**src/rtl/addr_ptr_pkg.sv**
```systemverilog
// Shared opcode encoding and helpers for the address pointer bank.
// Contents: OP_* opcodes (3 bits), ptr_op_t, ptr_max().
// Used by addr_ptr_cell and addr_ptr_bank via import addr_ptr_pkg::*.
package addr_ptr_pkg;

  typedef logic [2:0] ptr_op_t;

  localparam ptr_op_t OP_NOP  = 3'd0;
  localparam ptr_op_t OP_CLR  = 3'd1;
  localparam ptr_op_t OP_INC  = 3'd2;
  localparam ptr_op_t OP_DEC  = 3'd3;
  localparam ptr_op_t OP_LOAD = 3'd4;
  localparam ptr_op_t OP_FCLR = 3'd5;
  // Codes 6 and 7 are unassigned and decode as hold.

  // Largest value an aw-bit pointer can hold (2^aw - 1).
  function automatic logic [31:0] ptr_max(input int aw);
    return (32'd1 << aw) - 32'd1;
  endfunction

endpackage

```
**src/rtl/addr_ptr_cell.sv**
```systemverilog
// One pointer channel: AW-bit register with sticky overflow/underflow flags.
// Latency: op applied on the rising edge, new value visible right after it.
// Backpressure: none; every enabled op is accepted in the cycle it is presented.
// Ports: clk, rst_n (async active-low), en (channel selected), op, ld_val,
//        ptr (registered pointer), ovf/udf (sticky flags).
// Config: ADDR_PTR_WRAP_EN selects modulo arithmetic; default saturates.
module addr_ptr_cell
  import addr_ptr_pkg::*;
#(
  parameter int AW = 5
) (
  input  logic          clk,
  input  logic          rst_n,
  input  logic          en,
  input  ptr_op_t       op,
  input  logic [AW-1:0] ld_val,
  output logic [AW-1:0] ptr,
  output logic          ovf,
  output logic          udf
);

  localparam logic [AW-1:0] PTR_MAX = AW'(ptr_max(AW));

  logic [AW-1:0] ptr_q, ptr_d;
  logic          ovf_q, ovf_d;
  logic          udf_q, udf_d;

  always_comb begin
    ptr_d = ptr_q;
    ovf_d = ovf_q;
    udf_d = udf_q;
    if (en) begin
      case (op)
        OP_CLR:  ptr_d = '0;
        OP_INC: begin
          if (ptr_q == PTR_MAX) begin
            ovf_d = 1'b1;
`ifdef ADDR_PTR_WRAP_EN
            ptr_d = '0;
`else
            ptr_d = PTR_MAX;
`endif
          end else begin
            ptr_d = ptr_q + 1'b1;
          end
        end
        OP_DEC: begin
          if (ptr_q == '0) begin
            udf_d = 1'b1;
`ifdef ADDR_PTR_WRAP_EN
            ptr_d = PTR_MAX;
`else
            ptr_d = '0;
`endif
          end else begin
            ptr_d = ptr_q - 1'b1;
          end
        end
        OP_LOAD: ptr_d = ld_val;
        OP_FCLR: begin
          ovf_d = 1'b0;
          udf_d = 1'b0;
        end
        default: ;  // NOP and unassigned codes hold
      endcase
    end
  end

  always_ff @(posedge clk or negedge rst_n) begin
    if (!rst_n) begin
      ptr_q <= '0;
      ovf_q <= 1'b0;
      udf_q <= 1'b0;
    end else begin
      ptr_q <= ptr_d;
      ovf_q <= ovf_d;
      udf_q <= udf_d;
    end
  end

  assign ptr = ptr_q;
  assign ovf = ovf_q;
  assign udf = udf_q;

endmodule

```
**src/rtl/addr_ptr_bank.sv**
```systemverilog
// Bank of NCH independent address pointers driven by a per-cycle opcode.
// Latency: 1 cycle op->register; addr_o/at_min/at_max follow ch combinationally.
// Backpressure: none; one op per cycle to the selected channel, always accepted.
// Ports: clk, rst_n (async active-low), op, ch, ld_val in; addr_o, addr_all,
//        at_min, at_max, ovf[NCH], udf[NCH] out.
// Config: ADDR_PTR_WRAP_EN selects modulo arithmetic; default saturates.
module addr_ptr_bank
  import addr_ptr_pkg::*;
#(
  parameter  int AW  = 5,
  parameter  int NCH = 4,
  localparam int CHW = (NCH > 1) ? $clog2(NCH) : 1
) (
  input  logic              clk,
  input  logic              rst_n,
  input  ptr_op_t           op,
  input  logic [CHW-1:0]    ch,
  input  logic [AW-1:0]     ld_val,
  output logic [AW-1:0]     addr_o,
  output logic [NCH*AW-1:0] addr_all,
  output logic              at_min,
  output logic              at_max,
  output logic [NCH-1:0]    ovf,
  output logic [NCH-1:0]    udf
);

  logic [NCH-1:0]         en;
  logic [NCH-1:0][AW-1:0] ptr_w;

  // One-hot channel enable; a ch beyond NCH-1 matches nothing, so the op is dropped.
  for (genvar i = 0; i < NCH; i++) begin : g_cell
    assign en[i] = (ch == CHW'(i));

    addr_ptr_cell #(
      .AW(AW)
    ) u_cell (
      .clk    (clk),
      .rst_n  (rst_n),
      .en     (en[i]),
      .op     (op),
      .ld_val (ld_val),
      .ptr    (ptr_w[i]),
      .ovf    (ovf[i]),
      .udf    (udf[i])
    );
  end

  // Read mux; an out-of-range ch reads as zero.
  always_comb begin
    addr_o = '0;
    for (int i = 0; i < NCH; i++) begin
      if (en[i]) addr_o = ptr_w[i];
    end
  end

  // Packed array flattens with channel i at bits [i*AW +: AW].
  assign addr_all = ptr_w;
  assign at_min   = (addr_o == '0);
  assign at_max   = (addr_o == '1);

endmodule

```
**config.mk**
```make
export PLATFORM = sky130hd
export DESIGN_NAME = addr_ptr_bank
export DESIGN_NICKNAME = d
export VERILOG_FILES = /design/src/rtl/addr_ptr_pkg.sv /design/src/rtl/addr_ptr_cell.sv /design/src/rtl/addr_ptr_bank.sv
export SDC_FILE = /design/constraint.sdc
export NUM_CORES = 1
export LEC_CHECK = 0
export ABC_AREA = 0
export CORE_MARGIN = 2
export CORE_UTILIZATION = 39
export CTS_BUF_LIST = sky130_fd_sc_hd__clkbuf_16
export DETAILED_ROUTE_END_ITERATION = 10
export GPL_TIMING_DRIVEN = 0
export PLACE_DENSITY_LB_ADDON = 0.1
export SLEW_MARGIN = 40
export SYNTH_ARGS = -nofsm -noshare
export SYNTH_HDL_FRONTEND = slang
export SYNTH_SLANG_ARGS = --single-unit
```
**constraint.sdc**
```tcl
create_clock -name clk -period 4.9 [get_ports clk]
set_clock_uncertainty 0.2 [all_clocks]
set_input_delay 0.98 -clock clk [delete_from_list [all_inputs] [get_ports clk]]
set_output_delay 0.98 -clock clk [all_outputs]
set_load 0.005 [all_outputs]
```
==> results.json <==
{
  "fmax_mhz": 222,
  "place_hpwl_um": 5140,
  "min_path_cells": 1,
  "die-area_sq_um": 6730,
  "netlist.area_leader.share_pct": 29.5,
  "hp-class": "flop to flop",
  "synthFlopType": "dfrtp_1",
  "final.min_clock_period_ns": 4.51,
  "cp-end-kind": "primary output",
  "ys_ff_latch": 28,
  "power_switching_share_pct": 35.7,
  "drc": 0,
  "layout.nets": 358,
  "cts_resized": 0,
  "avgSynthCellArea_sq_um": 8.27,
  "ant_nets": 0,
  "r2r_slack_ns": 2.64,
  "yosysUniqueCellTypes": 57,
  "num_io_pins": 47,
  "grt_max_degree": 29,
  "rows": 28,
  "track_usage_pct": 22.8,
  "p_comb_share_pct": 46.1,
  "drt_iter0_drc": 272,
  "clk_latency_ns": 0.26,
  "cp-start-kind": "primary input",
  "dr.pass1.iters": 5,
  "syn_inst": 287,
  "antenna_found_initial": 0,
  "path_class": "primary input to primary output",
  "initial_core_util_pct": 40.3,
  "post_cts_buffers": 0,
  "routed_wl_um": 7210,
  "synth_warnings": 0,
  "grt-ovfl-total": 0,
  "drv_cap": 0,
  "status": "complete, no violations",
  "power_density_nw_per_um2": 311,
  "hold_start": "g_cell[1].u_cell.ovf",
  "drive_above_1_share_pct": 10.7,
  "whs_endpoint": "g_cell[1].u_cell.ovf",
  "grt_pass1_vias": 2192,
  "via_per_inst": 5.99,
  "r2r_end": "g_cell[2].u_cell.ptr[4]",
  "synth_seq_area_share_pct": 29.5,
  "synth.area.top_cells": "dfrtp_1 (30%), a21oi_1 (6.1%), ha_1 (4.7%)",
  "p_clk_share_pct": 20.2,
  "synth.most_common_cell": "a21oi_1",
  "reg2regPathDepth": 6,
  "fp.dieW_um": 82.0,
  "wl_per_cell_um": 17.6,
  "power.total_w": 0.000930,
  "portBuffers": 45,
  "diodes": 0,
  "h-tree-depth": 1,
  "p_leak_nw": 1.23,
  "finalSetupTns_ns": 0,
  "path_clk_slew_ns": 0.07,
  "p_seq_share_pct": 33.8,
  "rsz0062_at_grt": "false",
  "cts_buffer_depth": 2,
  "hold_viol": 0,
  "worstReg2RegStart": "g_cell[2].u_cell.ptr[0]",
  "synth_edf_count": 0,
  "synth_area_leader_cell": "dfrtp_1",
  "core_area_sq_um": 5890,
  "die_y_um": 82.0,
  "relSlewSlack_pct": 56.2,
  "p_sw_w": 0.000332,
  "vias": 2457,
  "grt_pass1_wl_um": 11500,
  "vdd_drop_max_v": 0.000152,
  "netlist_top_cells_count": "a21oi_1 (29), dfrtp_1 (28), nand2_1 (24), nor2_1 (22), o21ai_1 (16)",
  "root_buffer": "clkbuf_16",
  "synth_area_sq_um": 2370,
  "final.period_utilization_pct": 92.1,
  "cts_sinks": 28,
  "syn_to_final_growth_pct": 25.9,
  "p_int_w": 0.000598,
  "syn-num-nets": 308,
  "cts_tree": "yes",
  "finalSetupViolCount": 0,
  "ctsHoldBuffers": 0,
  "cp.arrival_ns": 3.33,
  "worstSetupStartpoint": "ch[1]",
  "cts_buffers": 3,
  "worst_pin_slew_ns": 0.655,
  "crit_fanout": 10,
  "gp_congestion": 0.855,
  "crit_required_ns": 3.72,
  "async_reset_ff_share_pct": 100,
  "maxSlewViolCount": 0
}
[logic make-up after synthesis]
logic type	share of synthesized area (%)
AOI/OAI and AO/OA	28.0
and+or+nand+nor	19.9
buffers and inverters	9.59
DFF	29.5
muxes	6.70
adders and majority gates	4.74
xor gates and xnor gates	1.48
[worst max-delay path, cell delays in order]
cell and delay (ns):
clkdlybuf4s50_1 0.61, buf_2 0.28, mux4_1 0.38, or4_1 0.49
nor2_1 0.09, clkdlybuf4s50_1 0.50
[power by group through the flow]
| stage | clock network [W] | registers (W) | logic [W] |
|---|---|---|---|
| 2_1_floorplan | 0 | 0.000307 | 0.000258 |
| 5_1_grt | 0.000201 | 0.000319 | 0.000475 |
| 3_3_place_gp | 0 | 0.000317 | 0.000420 |
| 4_1_cts | 0.000193 | 0.000313 | 0.000425 |
| 3_5_place_dp | 0 | 0.000317 | 0.000424 |
| 6_report | 0.000188 | 0.000314 | 0.000428 |
[sequential cells by signal, indices dropped and copies added (netlist names)]
| signal | cells |
|---|---|
| g_cell.u_cell.udf | 4 |
| g_cell.u_cell.ptr | 20 |
| g_cell.u_cell.ovf | 4 |
[stage by stage]
stage | setup slack, ns | hold slack, ns | util [%] | cells | area (sq um)
floorplan | 1.57 | 0.255 | - | 287 | 2370
global placement | 0.409 | 0.286 | 49.6 | 407 | 2920
detailed placement | 0.402 | 0.283 | 49.5 | 407 | 2910
CTS | 0.403 | 0.299 | 50.8 | 410 | 2990
global route | 0.303 | 0.346 | 50.8 | 410 | 2990
finish | 0.386 | 0.298 | 50.8 | 410 | 2990
[layout by cell type (no fill, tap or decap), types with 3 or more instances in the layout]
master / netlist / final
a211oi_1: 5 / 5
a21o_1: 5 / 5
a21oi_1: 29 / 29
a22o_1: 3 / 3
a311oi_1: 3 / 3
a31oi_1: 7 / 7
buf_2: 11 / 12
buf_4: 8 / 8
buf_6: 3 / 3
clkbuf_1: 9 / 9
clkbuf_16: 0 / 3
clkdlybuf4s50_1: 0 / 44
dfrtp_1: 28 / 28
ha_1: 9 / 9
inv_1: 12 / 12
mux4_2: 4 / 4
nand2_1: 24 / 24
nand2b_1: 6 / 6
nand3_1: 9 / 9
nand3b_1: 3 / 3
nand4_1: 3 / 3
nor2_1: 22 / 22
nor3_1: 8 / 8
o211ai_1: 5 / 5
o21ai_0: 9 / 9
o21ai_1: 16 / 16
o31ai_1: 4 / 4
xnor2_1: 3 / 3
[cell type report]
type	instances	area, sq um
Inverter	12	45.0
Multi-Input combinational cell	216	1450
Timing Repair Buffer	45	445
Clock buffer	3	75.1
Fill cell	570	2900
Sequential cell	28	701
Buffer	31	183
Tap cell	75	93.8
[metal layers]
metal | share of wire [%] | GRT usage, % | vias to the layer above
met4 | 1.3 | 7.17 | 0
met5 | 0 | 0 | -
met3 | 5.9 | 2.31 | 9
met2 | 47 | 36.7 | 98
met1 | 46 | 32.1 | 1197
li1 | - | - | 1153
[worst max-delay path by stage]
stage / endpoint / cells past startpoint / slack, ns
4_1_cts: at_min / 6 / 0.40
3_3_place_gp: at_min / 6 / 0.41
2_1_floorplan: at_min / 3 / 1.57
6_report: at_min / 6 / 0.39
5_1_grt: at_min / 6 / 0.30
3_5_place_dp: at_min / 6 / 0.40
Power figures use the tool's default switching activity.
==> edit, RTL diff (same settings) <==
Set the parameter `NCH` to 8 (it was 4).
--- a/src/rtl/addr_ptr_bank.sv
+++ b/src/rtl/addr_ptr_bank.sv
@@ -9,5 +9,5 @@
 #(
   parameter  int AW  = 5,
-  parameter  int NCH = 4,
+  parameter  int NCH = 8,
   localparam int CHW = (NCH > 1) ? $clog2(NCH) : 1
 ) (
Ports: changed (resized addr_all, ch, ovf and udf); port bits go from 47 to 76. The function was not compared with the original's and may differ.
==> edit against the original RTL <==
- combinational power is 73% higher
- worst setup slack got worse by 170 ps
- critical path depth rose by 3
- wire length grew 140%
- sequential cell count up 28
- area after synthesis rose by 92%
- cell area is 89% higher
- power up 89%
- critical path type unchanged
- largest cell class unchanged
==> edit: results (changes against the original RTL) <==
* PostCTS Resize Cnt at 1 (was 0)
* Nets at 676 (was 358)
* Clk sinks at 56 (was 28)
* CTS Buf Count at 5 (was 3)
* Worst IR drop on VDD at 0.171 mV (was 0.152 mV)
* Bufs w/o clock at 133 (was 76)
* Largest register FFs at 40 (was 20)
* Worst-margin pin slew at 840 ps (was 655 ps)
* Multi-input logic portion of the cell area at 49.1% (was 48.4%)
* Wire length of the first global-routing pass at 26200 um (was 11500 um)
* Clock power share at 21.1% (was 20.2%)
* Final WL at 17200 um (was 7210 um)
* Proportion of synthesized chip area in sequential cells at 30.7% (was 29.5%)
* Commonest cells post-synth: dfrtp_1 (56), nand2_1 (53), o21ai_0 (52), a21oi_1 (46), nor2_1 (40) (was a21oi_1 (29), dfrtp_1 (28), nand2_1 (24), nor2_1 (22), o21ai_1 (16))
* Post-Synth Adder-Cell Area at 4.38% (was 4.74%)
* Outcome: completed (unchanged)
* GRT Total Usage at 26.7% (was 22.8%)
* CTS H-tree lvls at 2 (was 1)
* Top cells by area, synth: dfrtp_1 (31%), o21ai_0 (5.7%), a21oi_1 (5.0%), ha_1 (4.4%), nand2_1 (4.4%) (was dfrtp_1 (30%), a21oi_1 (6.1%), ha_1 (4.7%), mux4_2 (3.8%), nand2_1 (3.8%))
* Fin area at 5640 um2 (was 2990 um2)
* Syn_nets at 597 (was 308)
* Clock-cell share at 2.55% (was 2.51%)
* WP data arrival at 3510 ps (was 3330 ps)
* Slowest Stage Delay on Critical Path at 510 ps (was 610 ps)
* Post-DP Area at 5480 um2 (was 2910 um2)
* Synth Area in XOR/XNOR at 0.383% (was 1.48%)
* Multi-input gates at 428 (was 216)
* Fillers at 1139 (was 570)
* Initial DRT Pass Iterations at 7 (was 5)
* Non-clk buf share at 18.7% (was 21.0%)
* Reg area at 1400 um2 (was 701 um2)
* P_int at 1.08 mW (was 0.598 mW)
* Routability Congestion at 0.951 (was 0.855)
* Worst skew pair latency at 320 ps (was 260 ps)
* Cell count after synthesis at 568 (was 287)
* # port buffers at 71 (was 45)
* Post-synthesis cell type count at 65 (was 57)
* Share of cells above drive strength 1 at 9.57% (was 10.7%)
* Inverters at 23 (was 12)
* Vias in the first global route at 4771 (was 2192)
* Post-Place Worst Slack at 38.8 ps (was 402 ps)
* Mux cell area share after synthesis at 6.52% (was 6.69%)
* Post-DP HPWL at 12000 um (was 5140 um)
* DP Cell Count at 783 (was 407)
* Total number of vias at 4952 (was 2457)
-- edit: cell types whose count changed in the layout (fill, tap and decap cells not counted), sizes merged, moves of 20 or more --
cell           change
o21ai             +28
nand2             +29
clkdlybuf4s50     +25
dfrtp             +28
clkbuf            +20
-- edit: final timing paths --
| check | startpoint | end | slack [ps] | cells past startpoint |
|---|---|---|---|---|
| min reg2reg | g_cell[5].u_cell.ovf$_DFFE_PN0P_ | g_cell[5].u_cell.ovf$_DFFE_PN0P_ | 280 | 2 |
| min | g_cell[5].u_cell.ovf$_DFFE_PN0P_ | g_cell[5].u_cell.ovf$_DFFE_PN0P_ | 280 | 2 |
| max | ch[1] | at_max | 210 | 9 |
| max reg2reg | g_cell[5].u_cell.ptr[0]$_DFFE_PN0P_ | g_cell[5].u_cell.ptr[2]$_DFFE_PN0P_ | 2530 | 6 |
| min in group asynchronous | rst_n | g_cell[4].u_cell.ptr[0]$_DFFE_PN0P_ | 370 | 1 |
| max in group asynchronous | rst_n | g_cell[2].u_cell.ptr[4]$_DFFE_PN0P_ | 3640 | 2 |
-- edit: cells by family (layout without fill, tap and decap cells) --
group / after synthesis / in the layout
buffers and inverters: 84 / 164
multiplexers: 20 / 20
AO/OA/AOI/OAI: 194 / 194
adder cells (fa/ha/maj): 16 / 16
flip-flops: 56 / 56
AND/OR/NAND/NOR: 196 / 196
XOR/XNOR: 2 / 2
-- edit: layer usage --
layer | global-route usage [%] | up-vias | wire length (um)
met5 | 0 | - | 0
met4 | 12.4 | 0 | 758
met3 | 4.97 | 61 | 1360
met2 | 41.6 | 247 | 7860
met1 | 36.1 | 2395 | 7180
li1 | - | 2249 | -
